==> config.mk <==
export PLATFORM = sky130hd
export DESIGN_NAME = uart_responder
export DESIGN_NICKNAME = d
export VERILOG_FILES = /design/src/rtl/uart_responder.sv
export SDC_FILE = /design/constraint.sdc
export NUM_CORES = 1
export LEC_CHECK = 0
export CAP_MARGIN = 15
export CORE_MARGIN = 2
export CORE_UTILIZATION = 35
export CTS_BUF_LIST = sky130_fd_sc_hd__clkbuf_16
export CTS_CLUSTER_DIAMETER = 200
export DETAILED_ROUTE_END_ITERATION = 16
export REMOVE_ABC_BUFFERS = 1
export SLEW_MARGIN = 20
export SYNTH_ARGS = -nofsm -noshare
export SYNTH_HDL_FRONTEND = slang
export SYNTH_SLANG_ARGS = --single-unit
export TNS_END_PERCENT = 5
==> constraint.sdc <==
create_clock -name clk -period 4 [get_ports clk]
set_clock_uncertainty 0.2 [all_clocks]
set_input_delay 1.2 -clock clk [delete_from_list [all_inputs] [get_ports clk]]
set_output_delay 1.2 -clock clk [all_outputs]
set_load 0.005 [all_outputs]
==> src/rtl/uart_responder.sv <==
// Soft UART device: parallel rdn/wrn strobe interface on one side, txd/rxd serial pins on the other.
// Single-byte transmit holding register, receive buffer with one-deep pending slot for reads in progress.
module uart_responder #(
  parameter int CLK_DIV = 16
) (
  input  logic       clk,
  input  logic       rst,
  input  logic       rdn,
  input  logic       wrn,
  input  logic [7:0] data_in,
  output logic [7:0] data_out,
  output logic       data_oe,
  output logic       data_ready,
  output logic       tbre,
  output logic       tsre,
  output logic       txd,
  input  logic       rxd,
  output logic       rx_overrun,
  output logic       frame_err
);

  localparam int BW = $clog2(CLK_DIV);
  localparam logic [BW-1:0] BAUD_TC = BW'(CLK_DIV - 1);
  localparam logic [BW-1:0] HALF_TC = BW'(CLK_DIV / 2 - 1);

  typedef enum logic [1:0] {IDLE, START, DATA, STOP} state_t;

  state_t tx_state, tx_next, rx_state, rx_next;

  logic          rdn_q, wrn_q, w_evt, r_evt;
  logic [7:0]    thr, tx_shift;
  logic [BW-1:0] tx_baud, rx_baud;
  logic [2:0]    tx_bit, rx_bit;
  logic          tx_tick, tx_load, tx_idle;
  logic          rx_meta, rxs, rx_tick, rx_done;
  logic [7:0]    rx_shift, rx_buf, pend, dout_hold;
  logic          pend_v;
  logic [7:0]    buf_n, pend_n;
  logic          dr_n, pv_n, ov_n, fe_n;

  assign w_evt   = !wrn_q && wrn;
  assign r_evt   = !rdn_q && rdn;
  assign data_oe = !rdn_q;
  assign data_out = rdn_q ? dout_hold : rx_buf;

  always_ff @(posedge clk or negedge rst) begin
    if (!rst) begin
      rdn_q     <= 1'b1;
      wrn_q     <= 1'b1;
      dout_hold <= 8'h00;
    end else begin
      rdn_q <= rdn;
      wrn_q <= wrn;
      if (!rdn_q) dout_hold <= rx_buf;
    end
  end

  // Transmit: a reload at the end of STOP keeps frames back to back.
  always_comb begin
    tx_next = tx_state;
    tx_tick = (tx_baud == '0);
    tx_load = 1'b0;
    tx_idle = 1'b0;
    txd     = 1'b1;
    case (tx_state)
      IDLE: if (!tbre) begin
        tx_load = 1'b1;
        tx_next = START;
      end
      START: begin
        txd = 1'b0;
        if (tx_tick) tx_next = DATA;
      end
      DATA: begin
        txd = tx_shift[0];
        if (tx_tick && tx_bit == 3'd7) tx_next = STOP;
      end
      STOP: if (tx_tick) begin
        if (!tbre) begin
          tx_load = 1'b1;
          tx_next = START;
        end else begin
          tx_idle = 1'b1;
          tx_next = IDLE;
        end
      end
      default: tx_next = IDLE;
    endcase
  end

  always_ff @(posedge clk or negedge rst) begin
    if (!rst) begin
      tx_state <= IDLE;
      thr      <= 8'h00;
      tx_shift <= 8'h00;
      tx_baud  <= BAUD_TC;
      tx_bit   <= 3'd0;
      tbre     <= 1'b1;
      tsre     <= 1'b1;
    end else begin
      tx_state <= tx_next;
      if (tx_load) begin
        tx_shift <= thr;
        tbre     <= 1'b1;
        tsre     <= 1'b0;
        tx_baud  <= BAUD_TC;
        tx_bit   <= 3'd0;
      end else if (tx_state != IDLE) begin
        if (tx_tick) begin
          tx_baud <= BAUD_TC;
          if (tx_state == DATA) begin
            tx_shift <= tx_shift >> 1;
            tx_bit   <= tx_bit + 3'd1;
          end
        end else begin
          tx_baud <= tx_baud - BW'(1);
        end
      end
      if (tx_idle) tsre <= 1'b1;
      if (w_evt && tbre) begin
        thr  <= data_in;
        tbre <= 1'b0;
      end
    end
  end

  always_comb begin
    rx_next = rx_state;
    rx_tick = (rx_baud == '0);
    rx_done = 1'b0;
    case (rx_state)
      IDLE:  if (!rxs) rx_next = START;
      START: if (rx_tick) rx_next = rxs ? IDLE : DATA;
      DATA:  if (rx_tick && rx_bit == 3'd7) rx_next = STOP;
      STOP: if (rx_tick) begin
        rx_done = 1'b1;
        rx_next = IDLE;
      end
      default: rx_next = IDLE;
    endcase
  end

  always_ff @(posedge clk or negedge rst) begin
    if (!rst) begin
      rx_meta  <= 1'b1;
      rxs      <= 1'b1;
      rx_state <= IDLE;
      rx_baud  <= HALF_TC;
      rx_bit   <= 3'd0;
      rx_shift <= 8'h00;
    end else begin
      rx_meta  <= rxd;
      rxs      <= rx_meta;
      rx_state <= rx_next;
      case (rx_state)
        IDLE: begin
          rx_baud <= HALF_TC;
          rx_bit  <= 3'd0;
        end
        default: begin
          if (rx_tick) begin
            rx_baud <= BAUD_TC;
            if (rx_state == DATA) begin
              rx_shift <= {rxs, rx_shift[7:1]};
              rx_bit   <= rx_bit + 3'd1;
            end
          end else begin
            rx_baud <= rx_baud - BW'(1);
          end
        end
      endcase
    end
  end

  // Read end is applied before a same-cycle completion so the new byte can land.
  always_comb begin
    buf_n  = rx_buf;
    pend_n = pend;
    dr_n   = data_ready;
    pv_n   = pend_v;
    ov_n   = rx_overrun;
    fe_n   = frame_err;
    if (r_evt) begin
      ov_n = 1'b0;
      fe_n = 1'b0;
      if (pend_v) begin
        buf_n = pend;
        pv_n  = 1'b0;
      end else begin
        dr_n = 1'b0;
      end
    end
    if (rx_done) begin
      if (!rxs) begin
        fe_n = 1'b1;
      end else if (rdn) begin
        if (!dr_n) begin
          buf_n = rx_shift;
          dr_n  = 1'b1;
        end else begin
          ov_n = 1'b1;
        end
      end else if (pv_n) begin
        ov_n = 1'b1;
      end else begin
        pend_n = rx_shift;
        pv_n   = 1'b1;
      end
    end
  end

  always_ff @(posedge clk or negedge rst) begin
    if (!rst) begin
      rx_buf     <= 8'h00;
      pend       <= 8'h00;
      data_ready <= 1'b0;
      pend_v     <= 1'b0;
      rx_overrun <= 1'b0;
      frame_err  <= 1'b0;
    end else begin
      rx_buf     <= buf_n;
      pend       <= pend_n;
      data_ready <= dr_n;
      pend_v     <= pv_n;
      rx_overrun <= ov_n;
      frame_err  <= fe_n;
    end
  end

endmodule
# Word-level counts from Yosys, hierarchy flattened
# Cells that the tools add are included.
[totals] ff_bits=76 latch_bits=0 ram_bits=0 mem_bits_ro=0 output_inout_bits=15 elab_cells=136 n_memories=0
[classes] addsub=4 n_mul=0 n_div=0 magnitude_cmp=0 n_eq_ne=16 shift=0 mux=66 bitwise_logic=3 n_reduce_logical=25
[ops] operator="$mux 8" count=11
[ops] operator="$mux 1" count=30
[ops] operator="$mux 3" count=7
[ops] operator="$mux 4" count=5
[ops] operator="$mux 2" count=9
[ops] operator="$ne 2x2->1 const B" count=8
[ops] operator="$pmux 2 s4" count=2
[ops] operator="$reduce_bool 2->1" count=8
[ops] operator="$reduce_and 4->1" count=3
[ops] operator="$eq 2x2->1 const B" count=4
[ops] operator="$logic_not 4->1" count=2
[ops] operator="$sub 4x1->4 const B" count=2
[ops] operator="$add 3x1->3 const B" count=2
[ops] operator="$eq 3x3->1 const B" count=2
[ops] operator="$reduce_and 3->1" count=2
[ops] operator="$logic_and 1x1->1" count=5
[ops] operator="$eq 2x1->1 const B" count=2
[ops] operator="$logic_not 2->1" count=2
[ops] operator="$pmux 1 s2" count=2
[ops] operator="$not 1->1" count=3
[ops] operator="$logic_not 1->1" count=2
[ops] operator="$reduce_and 2->1" count=1

# Longest topological paths before layout
[depth] ltp_word=7 depth_mapped=8 mapped_depth_nobuf=6

# Least setup slack after synthesis
# Ideal clock, no wire load.
[synth_timing] path_kind="flip-flop to output port" from="register rdn_q" to="output data_out[0]" arrival_time_ns=1.003 slack_ns=1.597 path_stages_with_launch=3 path_buffers=1 path_cell_list="dfstp_2 -> buf_4 -> mux2_2"
[synth_via] elab_chain_cells=1
[synth_rtl] item="start, declared" line="30" text="logic rdn_q, wrn_q, w_evt, r_evt;"
[synth_rtl] item="start signal, assigned" line="52" text="rdn_q <= rdn;"
[synth_rtl] item="$mux 8"
[synth_rtl] item="end, declared" line="11" text="output logic [7:0] data_out,"
# No other way between the ends.

# Worst setup path in the final report
[layout_timing] from="register rdn_q" to="output data_out[3]"
# The elaborated chain is that of the path after synthesis.

==> flow_summary.toml <==
[place]
dp_hpwl_mm = 3.859
port_buffers = 27
post_dp_cell_area_mm2 = 0.003815
gp_congestion = 0.7591
place_ws_ns = 0.9234

[sta]
finalMaxSlewViolations = 0
worst_pin_slew_ns = 0.9411
finalCritPeriodShare_pct = 81.79
setup_viol = 0
setup_slack_ns = 0.7282
rsz0062_at_grt = "no"
post-route-min-period_ns = 3.272
max_freq_mhz = 305.6
hold_viol = 0
max_slew_margin_pct = 37.26
setup_tns_ns = 0

[logic_synthesis]
yosys_most_used_dff = "dfrtp_1"
synth_area_mm2 = 0.003431
synth_edf_count = 0
ys_ff_latch = 76
ys_warn_count = 0
synthTopCellsByArea = "dfrtp_1, dfstp_2, mux2_4, mux2_2, mux2i_1"
synth_top_area_share_pct = 45.95
yosysUniqueCellTypes = 45
synth-seq-area-share_pct = 55.91
async_reset_ff_share_pct = 100.0
syn_avg_cell_area_um2 = 12.48
syn_inst = 275
yosysTopAreaCell = "dfrtp_1"

[power_and_ir_drop]
pwr-share-seq_pct = 49.9
p_switching_uw = 551.5
p_leak_uw = 0.002039
total_power_uw = 2109
cellPowerDensity_mw_per_mm2 = 518.5
p_sw_share_pct = 26.15
p_int_uw = 1558
peakVddDrop_mv = 0.3111
comb_power_share_pct = 17.3
clkPwrFrac_pct = 32.8

[cells_and_area]
nets = 327
design_area_mm2 = 0.004068
fin_util_pct = 42.20
area_delta_synth_final_pct = 18.56
multi_input_area_mm2 = 0.001414
seq_area_mm2 = 0.001918
n_antenna_cell = 0
fill_cells = 944
layout-drive-gt1-share_pct = 21.75

[clock_tree]
cts_made_buffers = 9
hold_buffers = 0
h-tree-depth = 3
clockBufferDepth = 2
clock_latency_ns = 0.33
numClockSinks = 76
cts_tree = "yes"
post_cts_buffers = 0
clkTransAtPathRegs_ns = 0.06
cts_resized = 0
cts_root_buf = "clkbuf_16"

[worst_setup_path]
path_cells = "mux2_2, clkdlybuf4s50_1"
rr_endpoint = "tx_shift[1]"
rr_worst_depth = 6
crit_end = "data_out[3]"
r2r-start = "tx_state[0]"
rrSetupSlack_ns = 1.60
arrival_ns = 1.87
startpoint = "rdn_q"
crit_fanout = 11
start_kind = "flip-flop"
cp.required_ns = 2.60
worst_path_max_delay_cell = "dfstp_2"
crit_path_end_kind = "primary output"
path_class = "flip-flop to primary output"
cpPeakStageDelay_ns = 0.71

[global_routing]
grt_max_degree = 77
gr-usage-all-layers_pct = 12.71
grt_pass1_wl_mm = 10.50
grt_pass1_vias = 2268
overflow = 0
antenna_found_initial = 0

[run_status]
outcome = "completed"

[die]
die_y_um = 103.0
num_io_pins = 28
core_mm2 = 0.009639
die_w_um = 103.0
initial_core_util_pct = 35.59
die_area_mm2 = 0.01061
num_rows = 36

[hold_path]
hp-class = "flip-flop to flip-flop"

[detailed_routing]
wl_per_cell_um = 13.49
drc = 0
drtIter0Drc = 88
viasPerCell = 4.803
ant_nets = 0
firstDrtPassIters = 4
wl_mm = 5.951
vias = 2118

[job]
cap_violations = 0
==> how the worst min path moves through the flow <==
stage / start / end / slack [ns] / depth (start not counted)
after detailed placement: rx_meta / rxs / 0.15 / 0
after global placement: rx_meta / rxs / 0.15 / 0
after global routing: rx_meta / rxs / 0.16 / 0
after CTS: rx_meta / rxs / 0.16 / 0
final: rx_meta / rxs / 0.16 / 0
after floorplan: rx_meta / rxs / 0.15 / 0
==> synthesized netlist by cell type (all sizes together) (5+ instances only) <==
cell,instances
a21oi,16
a22o,5
buf,5
clkbuf,6
dfrtp,63
dfstp,13
ha,11
inv,11
mux2,34
mux2i,17
nand2,20
nor2,22
o21ai,16
==> state kept, by name (all words and copies together) (netlist names), 2 cells and up, named ones only <==
name and flops:
rx_buf 8, dout_hold 8, tx_shift 8, rx_bit 3, thr 8, rx_shift 8, tx_baud 4, rx_baud 4
pend 8, tx_bit 3, tx_state 2
==> critical path: cells and delay by family (launching register included) <==
kind     cells  cell delay (ns)
mux          1             0.38
flops        1             0.71
buf+inv      1             0.45
==> layout make-up <==
type                    instances  area share (%)
clock inverters                 7          0.6767
well taps                     133           4.091
clock buffers                   9           5.537
multi-input cells             177           34.76
flip-flops and latches         76           47.15
inverters                      11           1.015
repair buffers                 28           6.767
==> power groups by stage <==
stage / clock network (uW) / logic, uW / registers (uW)
2_1_floorplan: 0 / 246 / 1030
5_1_grt: 750 / 409 / 1070
3_5_place_dp: 0 / 373 / 1060
6_report: 691 / 365 / 1050
3_3_place_gp: 0 / 358 / 1060
4_1_cts: 721 / 373 / 1050
==> logic make-up (layout without fill, tap and decap cells) <==
logic type / after synthesis / after routing / share of synthesized area (%)
AND/OR/NAND/NOR: 62 / 62 / 9.628
multiplexers: 51 / 51 / 17.87
AO/OA/AOI/OAI: 51 / 51 / 9.191
flip-flops: 76 / 76 / 55.91
buffers and inverters: 22 / 55 / 2.881
XOR/XNOR: 2 / 2 / 0.5107
adder cells (fa/ha/maj): 11 / 11 / 4.012
==> cell usage in the layout (no fill, tap or decap), drive strengths merged, types with 3 or more instances in the layout <==
cell type	netlist	final
mux2i	17	17
nand3	3	3
nor2	22	22
nand2	20	20
dfrtp	63	63
ha	11	11
dfstp	13	13
mux2	34	34
clkbuf	6	9
inv	11	14
o21ai	16	16
a21oi	16	16
clkinv	0	4
a22o	5	5
clkdlybuf4s50	0	26
==> through the flow <==
| stage | cells | hold slack (ns) |
|---|---|---|
| 2_1_floorplan | 264 | 0.1452 |
| 3_3_place_gp | 425 | 0.1478 |
| 3_5_place_dp | 425 | 0.1488 |
| 4_1_cts | 441 | 0.1563 |
| 5_1_grt | 441 | 0.1619 |
| 6_report | 441 | 0.1563 |
==> per-layer routing <==
layer	vias to the layer above	routed length, um	GRT usage [%]
met5	-	0	0
li1	1024	-	-
met4	0	77	4.251
met2	29	2925	21.88
met3	8	168	3.661
met1	1057	2779	15.28
Note: power is estimated with default switching activity, not from simulation.
